## src/rtl/pipelined_add_sub.sv

```systemverilog
// pipelined_add_sub: elastic add/sub split into STAGES carry-chained chunks,
// one register stage per chunk, with valid/ready flow control and flush.
module pipelined_add_sub #(
    parameter int BITWIDTH = 64,
    parameter int STAGES   = 4
) (
    input  logic                clk,
    input  logic                rstN,
    input  logic                flush,
    input  logic                inValid,
    output logic                inReady,
    input  logic [BITWIDTH-1:0] in1,
    input  logic [BITWIDTH-1:0] in2,
    input  logic                cIn,
    input  logic                sub,
    output logic                outValid,
    input  logic                outReady,
    output logic [BITWIDTH-1:0] sum,
    output logic                cOut,
    output logic                overflow,
    output logic                zero
);

    localparam int CHUNK = BITWIDTH / STAGES;

    generate
        if (STAGES < 1 || (BITWIDTH % STAGES) != 0) begin : g_bad_cfg
            $error("BITWIDTH must be divisible by STAGES (STAGES >= 1)");
        end
    endgenerate

    logic [STAGES-1:0][BITWIDTH-1:0] a_q, b_q, s_q;
    logic [STAGES-1:0][BITWIDTH-1:0] a_d, b_d, s_d;
    logic [STAGES-1:0]               c_q, z_q, v_q;
    logic [STAGES-1:0]               c_d, z_d, v_d;
    logic [STAGES-1:0]               ci, zi, ld;
    logic [CHUNK:0]                  part;
    logic                            ov_q, ov_d;
    logic                            ready_en;
    logic                            unused_skew;

    // A stage loads when it or any stage downstream of it can move.
    always_comb begin
        logic acc;
        acc = outReady;
        for (int k = STAGES - 1; k >= 0; k--) begin
            acc   = acc || !v_q[k];
            ld[k] = acc;
        end
    end

    assign inReady = ready_en && ld[0];

    always_comb begin
        a_d[0] = in1;
        b_d[0] = sub ? ~in2 : in2;
        s_d[0] = '0;
        ci[0]  = sub | cIn;
        zi[0]  = 1'b1;
        v_d[0] = inValid && inReady;
        for (int k = 1; k < STAGES; k++) begin
            a_d[k] = a_q[k-1];
            b_d[k] = b_q[k-1];
            s_d[k] = s_q[k-1];
            ci[k]  = c_q[k-1];
            zi[k]  = z_q[k-1];
            v_d[k] = v_q[k-1];
        end
        part = '0;
        for (int k = 0; k < STAGES; k++) begin
            part = {1'b0, a_d[k][k*CHUNK +: CHUNK]}
                 + {1'b0, b_d[k][k*CHUNK +: CHUNK]}
                 + (CHUNK+1)'(ci[k]);
            s_d[k][k*CHUNK +: CHUNK] = part[CHUNK-1:0];
            c_d[k] = part[CHUNK];
            z_d[k] = zi[k] && (part[CHUNK-1:0] == '0);
        end
        ov_d = (a_d[STAGES-1][BITWIDTH-1] == b_d[STAGES-1][BITWIDTH-1])
            && (s_d[STAGES-1][BITWIDTH-1] != a_d[STAGES-1][BITWIDTH-1]);
    end

    always_ff @(posedge clk or negedge rstN) begin
        if (!rstN) begin
            a_q      <= '0;
            b_q      <= '0;
            s_q      <= '0;
            c_q      <= '0;
            z_q      <= '0;
            v_q      <= '0;
            ov_q     <= 1'b0;
            ready_en <= 1'b0;
        end else begin
            ready_en <= 1'b1;
            for (int k = 0; k < STAGES; k++) begin
                if (ld[k]) begin
                    a_q[k] <= a_d[k];
                    b_q[k] <= b_d[k];
                    s_q[k] <= s_d[k];
                    c_q[k] <= c_d[k];
                    z_q[k] <= z_d[k];
                end
                if (flush)
                    v_q[k] <= 1'b0;
                else if (ld[k])
                    v_q[k] <= v_d[k];
            end
            if (ld[STAGES-1])
                ov_q <= ov_d;
        end
    end

    // Consumed low chunks of the skewed operands are dead bits.
    assign unused_skew = ^{a_q, b_q};

    assign sum      = s_q[STAGES-1];
    assign cOut     = c_q[STAGES-1];
    assign zero     = z_q[STAGES-1];
    assign overflow = ov_q;
    assign outValid = v_q[STAGES-1];

endmodule

```

## config.mk

```make
export PLATFORM = sky130hd
export DESIGN_NAME = pipelined_add_sub
export DESIGN_NICKNAME = d
export VERILOG_FILES = /design/src/rtl/pipelined_add_sub.sv
export SDC_FILE = /design/constraint.sdc
export NUM_CORES = 1
export LEC_CHECK = 0
export ABC_AREA = 1
export CAP_MARGIN = 20
export CORE_MARGIN = 3
export CORE_UTILIZATION = 51
export CTS_CLUSTER_SIZE = 12
export DETAILED_ROUTE_END_ITERATION = 8
export GPL_TIMING_DRIVEN = 0
export PLACE_DENSITY = 0.86
export SLEW_MARGIN = 0
export SYNTH_ARGS = -nofsm -noshare
export SYNTH_HDL_FRONTEND = slang
export SYNTH_SLANG_ARGS = --single-unit
```

## constraint.sdc

```tcl
create_clock -name clk -period 2.14 [get_ports clk]
set_input_delay 0.642 -clock clk [delete_from_list [all_inputs] [get_ports clk]]
set_output_delay 0.642 -clock clk [all_outputs]
set_load 0.02 [all_outputs]
```

==> results.py <==
metrics = {
    "outcome": {
        "status": "finished with violations",
        "violations": "hold timing, setup timing",
    },
    "critical_path": {
        "r2r_cells": 13,
        "critPathKind": "primary input to register",
        "cp.arrival_ns": 2.81,
        "cp_slowest_stage_delay_ns": 0.37,
        "crit_fanout": 4,
        "cp-endpoint": "z_q[0]",
        "end_kind": "register",
        "timing.rr.end": "z_q[1]",
        "worstPathCellList": "buf_16 > buf_12 > xnor2_4 > fa_2 > fa_2 > inv_2 > nand2_2 > nand2_4 > nand3_4 > nand2_4 > nand2_1 > nand2_1 > nand2_1 > nor2_1 > nand2_1 > nor2_1 > nand3_1 > nand2_1",
        "critPathLaunchType": "primary input",
        "required_ns": 2.60,
        "cp_common_cell": "nand2_1",
        "startpoint": "sub",
        "r2r-start": "a_d[80]",
        "r2r_setup_slack_ns": -0.19,
        "crit_slowest_cell": "fa_2",
    },
    "global_routing": {
        "grt_pass1_wl_um": 80980,
        "grt_start_max_net_pins": 129,
        "overflow": 0,
        "antenna_found_initial": 0,
        "grt_use_total": 0.2649,
        "grt_pass1_vias": 15750,
    },
    "clock_network": {
        "cts_tree": "built",
        "cts_max_path_buffers": 3,
        "cts.sinks": 366,
        "cts_root_buf": "clkbuf_16",
        "clk_pin_slew_ns": 0.06,
        "htreeDepth": 2,
        "clock_latency_ns": 0.53,
        "cts_buffers": 38,
    },
    "sta": {
        "fin_ws_ns": -0.2079,
        "setup_violations": 9,
        "hold_viol_final": 2,
        "slew_violations": 0,
        "min_period_ns": 2.348,
        "max_freq_mhz": 425.9,
        "tightest_slew_ns": 0.6529,
        "slew_headroom": 0.5647,
        "final.period_utilization": 1.097,
        "rsz0062_at_grt": "true",
        "fin_skew_ns": 0.02349,
        "hold_slack_ns": -0.002331,
    },
    "drt": {
        "drt_iter0_drc": 1443,
        "drtPass1Iterations": 6,
        "wl_per_cell_um": 17.09,
        "drtAntennaViolNets": 0,
        "wl_um": 51480,
        "avgViaCountPerCell": 5.318,
        "drcViolationCount": 0,
        "num_vias": 16020,
    },
    "floorplan": {
        "initial_core_util": 0.5187,
        "design.core.area_um2": 34710,
        "ios": 204,
        "die_w_um": 193.9,
        "rows": 68,
        "dieArea_um2": 37600,
        "dieHeight_um": 193.9,
    },
    "layout": {
        "layout_commonest_cell": "nand2_1",
        "fillerInstances": 2825,
        "n_antenna_cell": 0,
        "final_nets": 2741,
        "area_growth_pct": 25.03,
        "finalInstanceArea_um2": 22510,
        "final_cell_mix": "862 x nand2_1, 364 x dfrtp_1, 223 x inv_1",
        "drive_above_1_share": 0.09660,
        "final_core_utilization": 0.6485,
    },
    "placed_design": {
        "io_buffers": 202,
        "dpl.hpwl_um": 37560,
        "dpl_cell_area_um2": 20760,
        "gp_congestion": 0.9541,
    },
    "yosys": {
        "synth_warnings": 0,
        "syn_inst": 2255,
        "synth_top_family_by_area": "simple AND/OR/NAND/NOR gates",
        "syn_nets": 2458,
        "synth_compound_area_frac": 0.08533,
        "ys_async_sr_fraction": 1.000,
        "synthMuxAreaShare": 0,
        "syn_area_per_cell_um2": 7.985,
        "syn-cell-area_um2": 18010,
        "yosys.area_share.simple": 0.2506,
        "synthXorXnorAreaFrac": 0.03502,
        "synth_edf_count": 0,
        "synth_flop_cell": "dfrtp_1",
        "synth_cell_types": 33,
        "seq_area_frac_synth": 0.5087,
        "yosys.area.top_type": "dfrtp_1",
        "synth_fa_ha_area_frac": 0.05059,
        "synth_top_area_share": 0.5087,
        "synth_seq_cells": 366,
        "synth_area_leaders": "dfrtp_1 51%, nand2_1 19%, o21ai_0 5.9%, inv_1 4.8%, ha_1 4.2%",
    },
    "power": {
        "power.total_uw": 19750,
        "comb_power_share": 0.246,
        "p_per_area_nw_per_um2": 877.2,
        "p_sw_uw": 6239,
        "power_frac_seq": 0.444,
        "power.leakage_uw": 0.01160,
        "clockPowerShare": 0.309,
        "irDropWorstVdd_mv": 0.5840,
        "p_int_uw": 13510,
        "switching_share": 0.3159,
    },
    "hold_path": {
        "hold_class": "primary input to async pin",
    },
    "flow_run": {
        "cap_violations": 0,
    },
}
-- per-stage QoR --
| stage | setup TNS (ns) | setup WS, ns | std cells |
|---|---|---|---|
| finish | -0.9827 | -0.2079 | 3012 |
| floorplan | -2.808 | -0.4872 | 2255 |
| detailed placement | -126.41 | -1.332 | 2915 |
| global placement | -5439.37 | -14.60 | 2912 |
| global route | -1.965 | -0.2999 | 3012 |
| CTS | -0.9264 | -0.2711 | 2997 |
-- how the worst min path moves through the flow --
stage	from	endpoint	slack, ns	depth (start not counted)
global placement	b_d[187]	b_d[251]	0.45	2
global route	rstN	a_d[116]	0.02	1
CTS	rstN	a_d[115]	0.01	1
floorplan	rstN	a_d[100]	0.35	0
detailed placement	b_d[185]	b_d[249]	0.45	2
finish	rstN	a_d[115]	-0.002	1
-- worst max-delay path, delay by kind of cell --
| kind | cells | cell delay [ns] |
|---|---|---|
| AND/OR/NAND/NOR | 12 | 0.99 |
| adder cells (fa/ha/maj) | 2 | 0.74 |
| XOR/XNOR | 1 | 0.12 |
| buffers and inverters | 3 | 0.31 |
-- flip-flops by register name, indices dropped and copies added, names as in the netlist --
signal / count
c_q: 4
overflow: 1
a_d: 96
v_q: 4
b_d: 96
z_q: 4
ready_en: 1
s_d: 96
sum: 64
-- cells in the mapped netlist, types with 25 or more instances --
| cell type | count |
|---|---|
| inv_1 | 230 |
| nand3_1 | 68 |
| ha_1 | 60 |
| dfrtp_1 | 366 |
| nand2_1 | 898 |
| a21oi_1 | 45 |
| nor2_1 | 115 |
| o21ai_0 | 214 |
| a31oi_1 | 28 |
| buf_2 | 35 |
| xnor2_1 | 25 |
| clkbuf_1 | 44 |
| xor2_1 | 47 |
-- power groups by stage --
stage               logic (uW)  clock network (uW)  registers, uW
CTS                       4670                6130           8750
finish                    4870                6110           8780
detailed placement        4610                   0           8860
global placement          4460                   0           8830
floorplan                 2320                   0           9040
global route              5370                6410           8870
-- repair_timing --
item,in CTS,in global routing
pin swaps,38,48
hold buffers,0,0
setup buffers,24,18
resized for setup,105,78
endpoints found under the setup margin,66,45
gates cloned,0,0
-- logic make-up after synthesis --
group | after synthesis
adder cells (fa/ha/maj) | 68
AO/OA/AOI/OAI | 296
flip-flops | 366
buffers and inverters | 317
XOR/XNOR | 72
other | 1
AND/OR/NAND/NOR | 1135
-- per-layer routing --
metal,vias to the layer above,routed length [um],track usage
met1,7673,21860,0.3565
met4,0,1971,0.09388
li1,7608,-,-
met2,616,24320,0.4373
met5,-,0,0
met3,120,3323,0.04657
-- layout make-up --
class / count / area (um^2) / area share
Multi-Input combinational cell: 1572 / 7956 / 0.3534
Sequential cell: 366 / 9161 / 0.4069
Timing Repair Buffer: 245 / 2429 / 0.1079
Buffer: 81 / 402.9 / 0.01790
Clock inverter: 3 / 21.27 / 0.0009448
Clock buffer: 56 / 1090 / 0.04841
Inverter: 234 / 883.3 / 0.03924
Tap cell: 455 / 569.3 / 0.02529
(Power assumes the default switching activity.)
